### config.mk
export PLATFORM = sky130hd
export DESIGN_NAME = display_scan_reader
export DESIGN_NICKNAME = d
export VERILOG_FILES = /design/src/rtl/display_scan_reader.sv
export SDC_FILE = /design/constraint.sdc
export NUM_CORES = 1
export LEC_CHECK = 0
export ABC_AREA = 1
export BUFFER_PORTS_ARGS = -buffer_cell sky130_fd_sc_hd__buf_2
export CORE_UTILIZATION = 55
export CTS_CLUSTER_SIZE = 10
export DETAILED_ROUTE_END_ITERATION = 10
export PLACE_DENSITY_LB_ADDON = 0.25
export SYNTH_ARGS = -nofsm -noshare
export SYNTH_HDL_FRONTEND = slang
export SYNTH_SLANG_ARGS = --single-unit
### constraint.sdc
create_clock -name clk -period 8.4 [get_ports clk]
set_clock_uncertainty 0.2 [all_clocks]
set_input_delay 1.26 -clock clk [delete_from_list [all_inputs] [get_ports clk]]
set_output_delay 1.26 -clock clk [all_outputs]
set_load 0.05 [all_outputs]
### src/rtl/display_scan_reader.sv
// rtl/display_scan_reader.sv - text RAM reader: per-scanline character fetch with latency-absorbing skid FIFO
module display_scan_reader #(
  parameter int COLS          = 64,
  parameter int ROWS          = 16,
  parameter int LINES_PER_ROW = 12,
  parameter int FIFO_DEPTH    = 4,
  parameter int RD_LAT        = 2
) (
  input  logic                                  clk,
  input  logic                                  reset,
  input  logic                                  frame_start,
  input  logic                                  line_start,
  output logic [$clog2(ROWS)+$clog2(COLS)-1:0]  ram_adb,
  output logic                                  ram_ceb,
  output logic                                  ram_oceb,
  input  logic [7:0]                            ram_doutb,
  output logic                                  char_valid,
  input  logic                                  char_ready,
  output logic [7:0]                            char_data,
  output logic [$clog2(COLS)-1:0]               char_col,
  output logic [$clog2(ROWS)-1:0]               char_row,
  output logic [$clog2(LINES_PER_ROW)-1:0]      char_line,
  output logic                                  char_last,
  output logic                                  busy,
  output logic                                  overrun
);
  localparam int CW = $clog2(COLS);
  localparam int RW = $clog2(ROWS);
  localparam int LW = $clog2(LINES_PER_ROW);
  localparam int PW = $clog2(FIFO_DEPTH);

  typedef enum logic [1:0] {S_IDLE, S_FETCH, S_DRAIN, S_FRAME_END} state_t;

  state_t          state;
  logic [RW-1:0]   row;
  logic [LW-1:0]   line;
  logic [CW-1:0]   col;
  logic [CW-1:0]   push_col;
  logic [RD_LAT-1:0] vs;
  logic [7:0]      fifo_data [FIFO_DEPTH];
  logic [CW-1:0]   fifo_col  [FIFO_DEPTH];
  logic [PW-1:0]   wr_ptr, rd_ptr;
  logic [PW:0]     fifo_count;
  logic            push, pop, last_pop, issue;
  int              occ;

  assign push       = vs[RD_LAT-1];
  assign char_valid = (fifo_count != '0);
  assign pop        = char_valid && char_ready;
  assign last_pop   = pop && (fifo_col[rd_ptr] == CW'(COLS-1));
  assign char_data  = char_valid ? fifo_data[rd_ptr] : '0;
  assign char_col   = char_valid ? fifo_col[rd_ptr] : '0;
  assign char_last  = last_pop || (char_valid && fifo_col[rd_ptr] == CW'(COLS-1));
  assign char_row   = row;
  assign char_line  = line;

  // Credits: the issued-but-not-sampled read, the RAM pipeline and the FIFO share
  // FIFO_DEPTH slots; a pop in this cycle frees its slot for the next issue.
  always_comb begin
    occ   = int'(fifo_count) + $countones({ram_ceb, vs}) - int'(pop);
    issue = (state == S_FETCH) && (occ < FIFO_DEPTH);
  end

  always_ff @(posedge clk) begin
    if (reset) begin
      state      <= S_IDLE;
      row        <= '0;
      line       <= '0;
      col        <= '0;
      push_col   <= '0;
      vs         <= '0;
      wr_ptr     <= '0;
      rd_ptr     <= '0;
      fifo_count <= '0;
      ram_adb    <= '0;
      ram_ceb    <= 1'b0;
      ram_oceb   <= 1'b0;
      busy       <= 1'b0;
      overrun    <= 1'b0;
    end else begin
      ram_oceb <= 1'b1;
      ram_ceb  <= issue;
      overrun  <= 1'b0;
      vs       <= (vs << 1) | RD_LAT'(ram_ceb);

      if (push) begin
        fifo_data[wr_ptr] <= ram_doutb;
        fifo_col[wr_ptr]  <= push_col;
        wr_ptr            <= wr_ptr + 1'b1;
        push_col          <= push_col + 1'b1;
      end
      if (pop) rd_ptr <= rd_ptr + 1'b1;
      fifo_count <= fifo_count + (PW+1)'(push) - (PW+1)'(pop);

      if (issue) begin
        ram_adb <= {row, col};
        col     <= col + 1'b1;
        if (col == CW'(COLS-1)) state <= S_DRAIN;
      end

      if (last_pop) begin
        busy <= 1'b0;
        if (line == LW'(LINES_PER_ROW-1)) begin
          line <= '0;
          row  <= row + 1'b1;
        end else begin
          line <= line + 1'b1;
        end
        state <= (row == RW'(ROWS-1) && line == LW'(LINES_PER_ROW-1)) ? S_FRAME_END : S_IDLE;
      end

      if (line_start) begin
        if (state == S_IDLE) begin
          state    <= S_FETCH;
          busy     <= 1'b1;
          col      <= '0;
          push_col <= '0;
        end else begin
          overrun  <= 1'b1;
        end
      end

      // Frame restart wins over everything above; a coincident line_start then begins row 0.
      if (frame_start) begin
        state      <= line_start ? S_FETCH : S_IDLE;
        busy       <= line_start;
        overrun    <= 1'b0;
        row        <= '0;
        line       <= '0;
        col        <= '0;
        push_col   <= '0;
        vs         <= '0;
        wr_ptr     <= '0;
        rd_ptr     <= '0;
        fifo_count <= '0;
        ram_adb    <= '0;
        ram_ceb    <= 1'b0;
      end
    end
  end
endmodule

# After elaboration in Yosys (flattened, before gate mapping)
# Memory sizes are Yosys's and may differ from the RTL's. A register that Yosys moved wholly into a read port is not among the register bits.
# Cells that the tools add are included.
dict set report classes {
  add_sub_neg 12
  mul 0
  div_mod_pow 0
  magnitude_cmp 1
  eq_ne 5
  n_shift 0
  n_mux 30
  bitwise_logic 2
  n_reduce_logical 11
}
# cell n
set op_table {}
lappend op_table {{6-bit 2-to-1 mux} 7}
lappend op_table {{2-bit 2-to-1 mux} 11}
lappend op_table {{6-bit by 1-bit adder with 6-bit output (second input constant)} 2}
lappend op_table {{6-bit equality test (second input constant)} 2}
lappend op_table {{1-bit 2-to-1 mux} 10}
lappend op_table {{4-bit by 1-bit adder with 4-bit output (second input constant)} 2}
lappend op_table {{4-bit equality test (second input constant)} 2}
lappend op_table {{8-bit 2-to-1 mux} 1}
lappend op_table {{1-bit logical AND} 5}
lappend op_table {{5-bit by 4-bit < comparator with 1-bit output (second input constant)} 1}
lappend op_table {{4-bit by 1-bit subtractor with 5-bit output} 1}
lappend op_table {{2-bit by 1-bit adder with 2-bit output (second input constant)} 2}
lappend op_table {{3-bit by 3-bit adder with 4-bit output} 1}
lappend op_table {{4-bit 2-to-1 mux} 1}
lappend op_table {{2-bit by 1-bit adder with 3-bit output} 1}
lappend op_table {{3-bit by 1-bit adder with 3-bit output} 1}
lappend op_table {{3-bit nonzero test} 1}
lappend op_table {{3-bit OR reduction} 1}
lappend op_table {{3-bit by 1-bit subtractor with 3-bit output} 1}
lappend op_table {{1-bit by 1-bit adder with 2-bit output} 1}
lappend op_table {{2-bit by 1-bit equality test with 1-bit output (second input constant)} 1}
lappend op_table {{2-bit zero test} 1}
lappend op_table {{2-bit by 1-bit OR with 2-bit output} 1}
lappend op_table {{2-bit AND reduction} 1}
lappend op_table {{3 further kinds} 3}
dict set report word_totals {
  regBits 45
  latchBits 0
  ramBits 56
  mem_bits_ro 0
  input_bits 13
  out_inout_bits 38
  wordCells 77
  mem_count 2
}
# memory words width read_ports rd_ports_with_merged_regs write_ports line_no
set memory_table {}
lappend memory_table {fifo_data 4 8 1 1 1 40} ;# logic [7:0] fifo_data [FIFO_DEPTH];
lappend memory_table {fifo_col 4 6 1 1 1 41} ;# logic [CW-1:0] fifo_col [FIFO_DEPTH];

# Longest topological paths before layout
dict set report depth {
  word_depth 11
  mapped_depth 19
}

# Least setup slack after synthesis
# Ideal clock, no wire load.
dict set report synth_path {
  path_type {register to output}
  from {register fifo_count[1]}
  to {output port char_last}
  arrival_time_ps 2434
  slack_ps 4506
  stages_incl_launch_ff 7
  path_buffers 0
  cell_sequence {dfxtp_1 inv_1 nand3_1 inv_1 a21oi_1 nand2_1 nor2_4}
}
dict set report synth_via {
  elab_chain_cells 4
}
# element line_no
set synth_rtl {}
lappend synth_rtl {{start: declaration} 43} ;# logic [PW:0] fifo_count;
lappend synth_rtl {{start signal: assignment} 93} ;# fifo_count <= fifo_count + (PW+1)'(push) - (PW+1)'(pop);
lappend synth_rtl {{3-bit nonzero test *} 48} ;# assign char_valid = (fifo_count != '0);
lappend synth_rtl {{named net char_valid} 17} ;# output logic char_valid,
lappend synth_rtl {{1-bit logical AND} 49} ;# assign pop = char_valid && char_ready;
lappend synth_rtl {{1-bit logical AND} 50} ;# assign last_pop = pop && (fifo_col[rd_ptr] == CW'(COLS-1));
lappend synth_rtl {{1-bit logical OR *} 53} ;# assign char_last = last_pop || (char_valid && fifo_col[rd_ptr] == CW'(COLS-1));
lappend synth_rtl {{end: declaration} 23} ;# output logic char_last,
# Mark *: on every way through the listed nets, which the timed path passes. The rest lies on a longest branch.

==> run_results.csv <==
group,metric,value,unit
timing,hold_viol,0,
run_status,run_status,"finished clean",
cells_and_area,num_antenna_cells,0,
synthesis,syn_area,4480,µm²
setup_path,rr_endpoint,"col[2]",
clock_network,cts_made_buffers,9,
die,core_area,7810,µm²
grt,antenna_found_initial,0,
timing,grt_setup_unrepaired,"false",
placement,routabilityCongestion,0.879,
setup_path,end_kind,"output port",
synthesis,synthAdderAreaFrac,0.0536,
synthesis,synth_cell_types,29,
die,ios,51,
synthesis,syn-num-nets,506,
cells_and_area,nets,560,
setup_path,cp.required,6940,ps
worst_hold_path,hold-path-cell-count,2,
clock_network,htree_levels,3,
synthesis,synth.yosys.warnings,0,
grt,overflow,0,
synthesis,synth_compound_area_frac,0.0804,
route,drcViolationCount,0,
job,cap_violations,0,
clock_network,clk_path_buf_depth,2,
synthesis,ys_seq_area_frac,0.585,
route,routed-via-count,3276,
clock_network,cts_tree,"yes",
grt,track_usage,0.225,
synthesis,synth_top_family_by_area,"simple AND/OR/NAND/NOR gates",
cells_and_area,drive_gt1_frac,0.161,
cells_and_area,syn_to_final_growth,11.4,%
route,totalWireLength,8.73,mm
grt,grt_pass1_wl,14.7,mm
clock_network,clk_pin_slew,90,ps
placement,portBuffers,50,
synthesis,synthMuxAreaShare,0,
worst_hold_path,holdPathEnd,"ram_adb[0]",
power_and_ir_drop,powerDensity,171,nW/µm²
placement,dpl.hpwl,5.81,mm
power_and_ir_drop,ir_drop,85.8,µV
synthesis,ys_ff_latch,103,
setup_path,cp_max_fo,15,
synthesis,syn_area_per_cell,9.43,µm²
synthesis,synth_top_area_frac,0.375,
setup_path,r2r-start,"fifo_count[1]",
die,rows,32,
setup_path,reg2reg_depth,18,
timing,final.period_utilization,0.466,
route,firstDrtPassIters,4,
clock_network,cts_sinks,103,
synthesis,synth_xor_area_frac,0.0176,
synthesis,synth_area_leader_cell,"edfxtp_1",
die,die-area,8510,µm²
setup_path,ff2ff_setup_slack,4830,ps
timing,worst_pin_slew,709,ps
route,vias_per_cell,5.15,
synthesis,netlist_instances,475,
synthesis,synthSimpleGateAreaFrac,0.190,
synthesis,synth_area_leaders,"edfxtp_1, dfxtp_1, nand2_1",
timing,slew-limit-headroom,0.526,
power_and_ir_drop,power_leakage,2.12,nW
clock_network,ctsResizeCount,0,
timing,drv_slew,0,
grt,grt_pass1_vias,3075,
worst_hold_path,hold_path_class,"flip-flop to flip-flop",
setup_path,cp-start-kind,"flip-flop",
die,start_util,0.574,
setup_path,crit_arrival,2450,ps
worst_hold_path,hold_start,"ram_adb[0]",
clock_network,worstSkewPairLatency,370,ps
timing,fin_crit,3910,ps
timing,max_freq,256,MHz
clock_network,hold_buffers,0,
route,wl_per_cell,13.7,µm
clock_network,root_buffer,"clkbuf_8",
cells_and_area,utilization,0.639,
die,die_y,92.2,µm
timing,setup_viol,0,
clock_network,postCtsSetupRepairBufs,0,
die,die_w,92.2,µm
grt,grt_max_degree,30,
cells_and_area,fillers,655,
route,first_iter_violations,141,
route,ant_nets,0,
setup_path,path_class,"flip-flop to output port",
timing,setup_tns,0,ps
per-stage QoR:
step | setup slack (ps) | cells | instance area, µm² | hold slack [ps] | total power, mW
2_1_floorplan | 4510 | 475 | 4480 | 222 | 0.570
3_3_place_gp | 4310 | 620 | 4810 | 250 | 0.580
3_5_place_dp | 4150 | 620 | 4810 | 255 | 0.581
4_1_cts | 4480 | 636 | 4990 | 275 | 0.860
5_1_grt | 4240 | 636 | 4990 | 295 | 0.887
6_report | 4490 | 636 | 4990 | 273 | 0.854
synthesized netlist by cell type, drive strengths merged:
master,number
a211oi,1
clkbuf,2
buf,11
and3,1
inv,62
nor3b,1
o21ai,31
fa,2
nor3,3
ha,16
nand4,5
o211ai,1
edfxtp,56
nand3,30
nor2,74
xnor2,2
dfxtp,47
a21oi,38
xor2,7
nand2,83
or2,2
critical path, stage by stage, from the launching register on:
cell and delay [ps]:
dfxtp_1 790, inv_2 320, nand3_1 190, nand2_2 100, nor2_4 140, nand2_2 80, nor2_4 180, buf_2 290
registers in the layout, summed over array words and instances (netlist names), 3 cells and up, named ones only:
| name | count |
|---|---|
| char_line | 4 |
| char_row | 4 |
| col | 6 |
| fifo_col | 24 |
| fifo_count | 3 |
| fifo_data | 32 |
| push_col | 6 |
| ram_adb | 10 |
routing by layer:
| layer | global-route usage | up-vias | share of wire |
|---|---|---|---|
| met5 | 0 | - | 0 |
| met4 | 0.0872 | 0 | 0.018 |
| met3 | 0.0406 | 13 | 0.053 |
| met2 | 0.366 | 83 | 0.48 |
| met1 | 0.301 | 1524 | 0.45 |
| li1 | - | 1656 | - |
logic make-up (layout without fill, tap and decap cells):
| logic type | count (synthesis) | count (layout) |
|---|---|---|
| flops | 103 | 103 |
| fa+ha+maj | 18 | 18 |
| buf+inv | 75 | 134 |
| xor+xnor | 9 | 9 |
| simple gates | 199 | 199 |
| compound gates | 71 | 71 |
worst max path at each step:
stage | startpoint | endpoint | cells past startpoint
after floorplan | fifo_count[1] | char_last | 6
after global placement | char_ready | col[2] | 17
after detailed placement | char_ready | col[2] | 17
after CTS | flip-flop | char_last | 7
after global routing | char_ready | col[2] | 17
final | flip-flop | char_last | 7
cell type report:
cell class / count / area (µm²) / area share
Clock inverter: 7 / 57.6 / 0.0115
Sequential cell: 103 / 2620 / 0.525
Multi-Input combinational cell: 297 / 1530 / 0.307
Inverter: 62 / 233 / 0.0466
Clock buffer: 9 / 124 / 0.0248
Timing Repair Buffer: 56 / 295 / 0.0592
Tap cell: 102 / 128 / 0.0256
cells in the final DEF (no fill, tap or decap), types with 2 or more instances in the layout:
cell | Yosys | final
inv_1 | 58 | 58
buf_4 | 2 | 6
nor2_1 | 72 | 72
buf_2 | 4 | 50
ha_1 | 16 | 16
xor2_1 | 7 | 7
or2_2 | 2 | 2
fa_1 | 2 | 2
nand3_2 | 3 | 3
nand4_1 | 5 | 5
clkinv_4 | 0 | 3
dfxtp_1 | 47 | 47
inv_2 | 4 | 4
edfxtp_1 | 56 | 56
nand2_2 | 4 | 4
a21oi_1 | 38 | 38
nor3_1 | 3 | 3
xnor2_1 | 2 | 2
nand3_1 | 27 | 27
clkbuf_8 | 0 | 9
nor2_4 | 2 | 2
o21ai_0 | 31 | 31
nand2_1 | 79 | 79
power breakdown:
part | switching, mW | internal (mW) | leakage [nW]
Combinational | 0.0275 | 0.00858 | 1.16
Sequential | 0.00223 | 0.531 | 0.876
Clock | 0.173 | 0.111 | 0.0894
No activity file was read; power rests on OpenSTA's default activity.
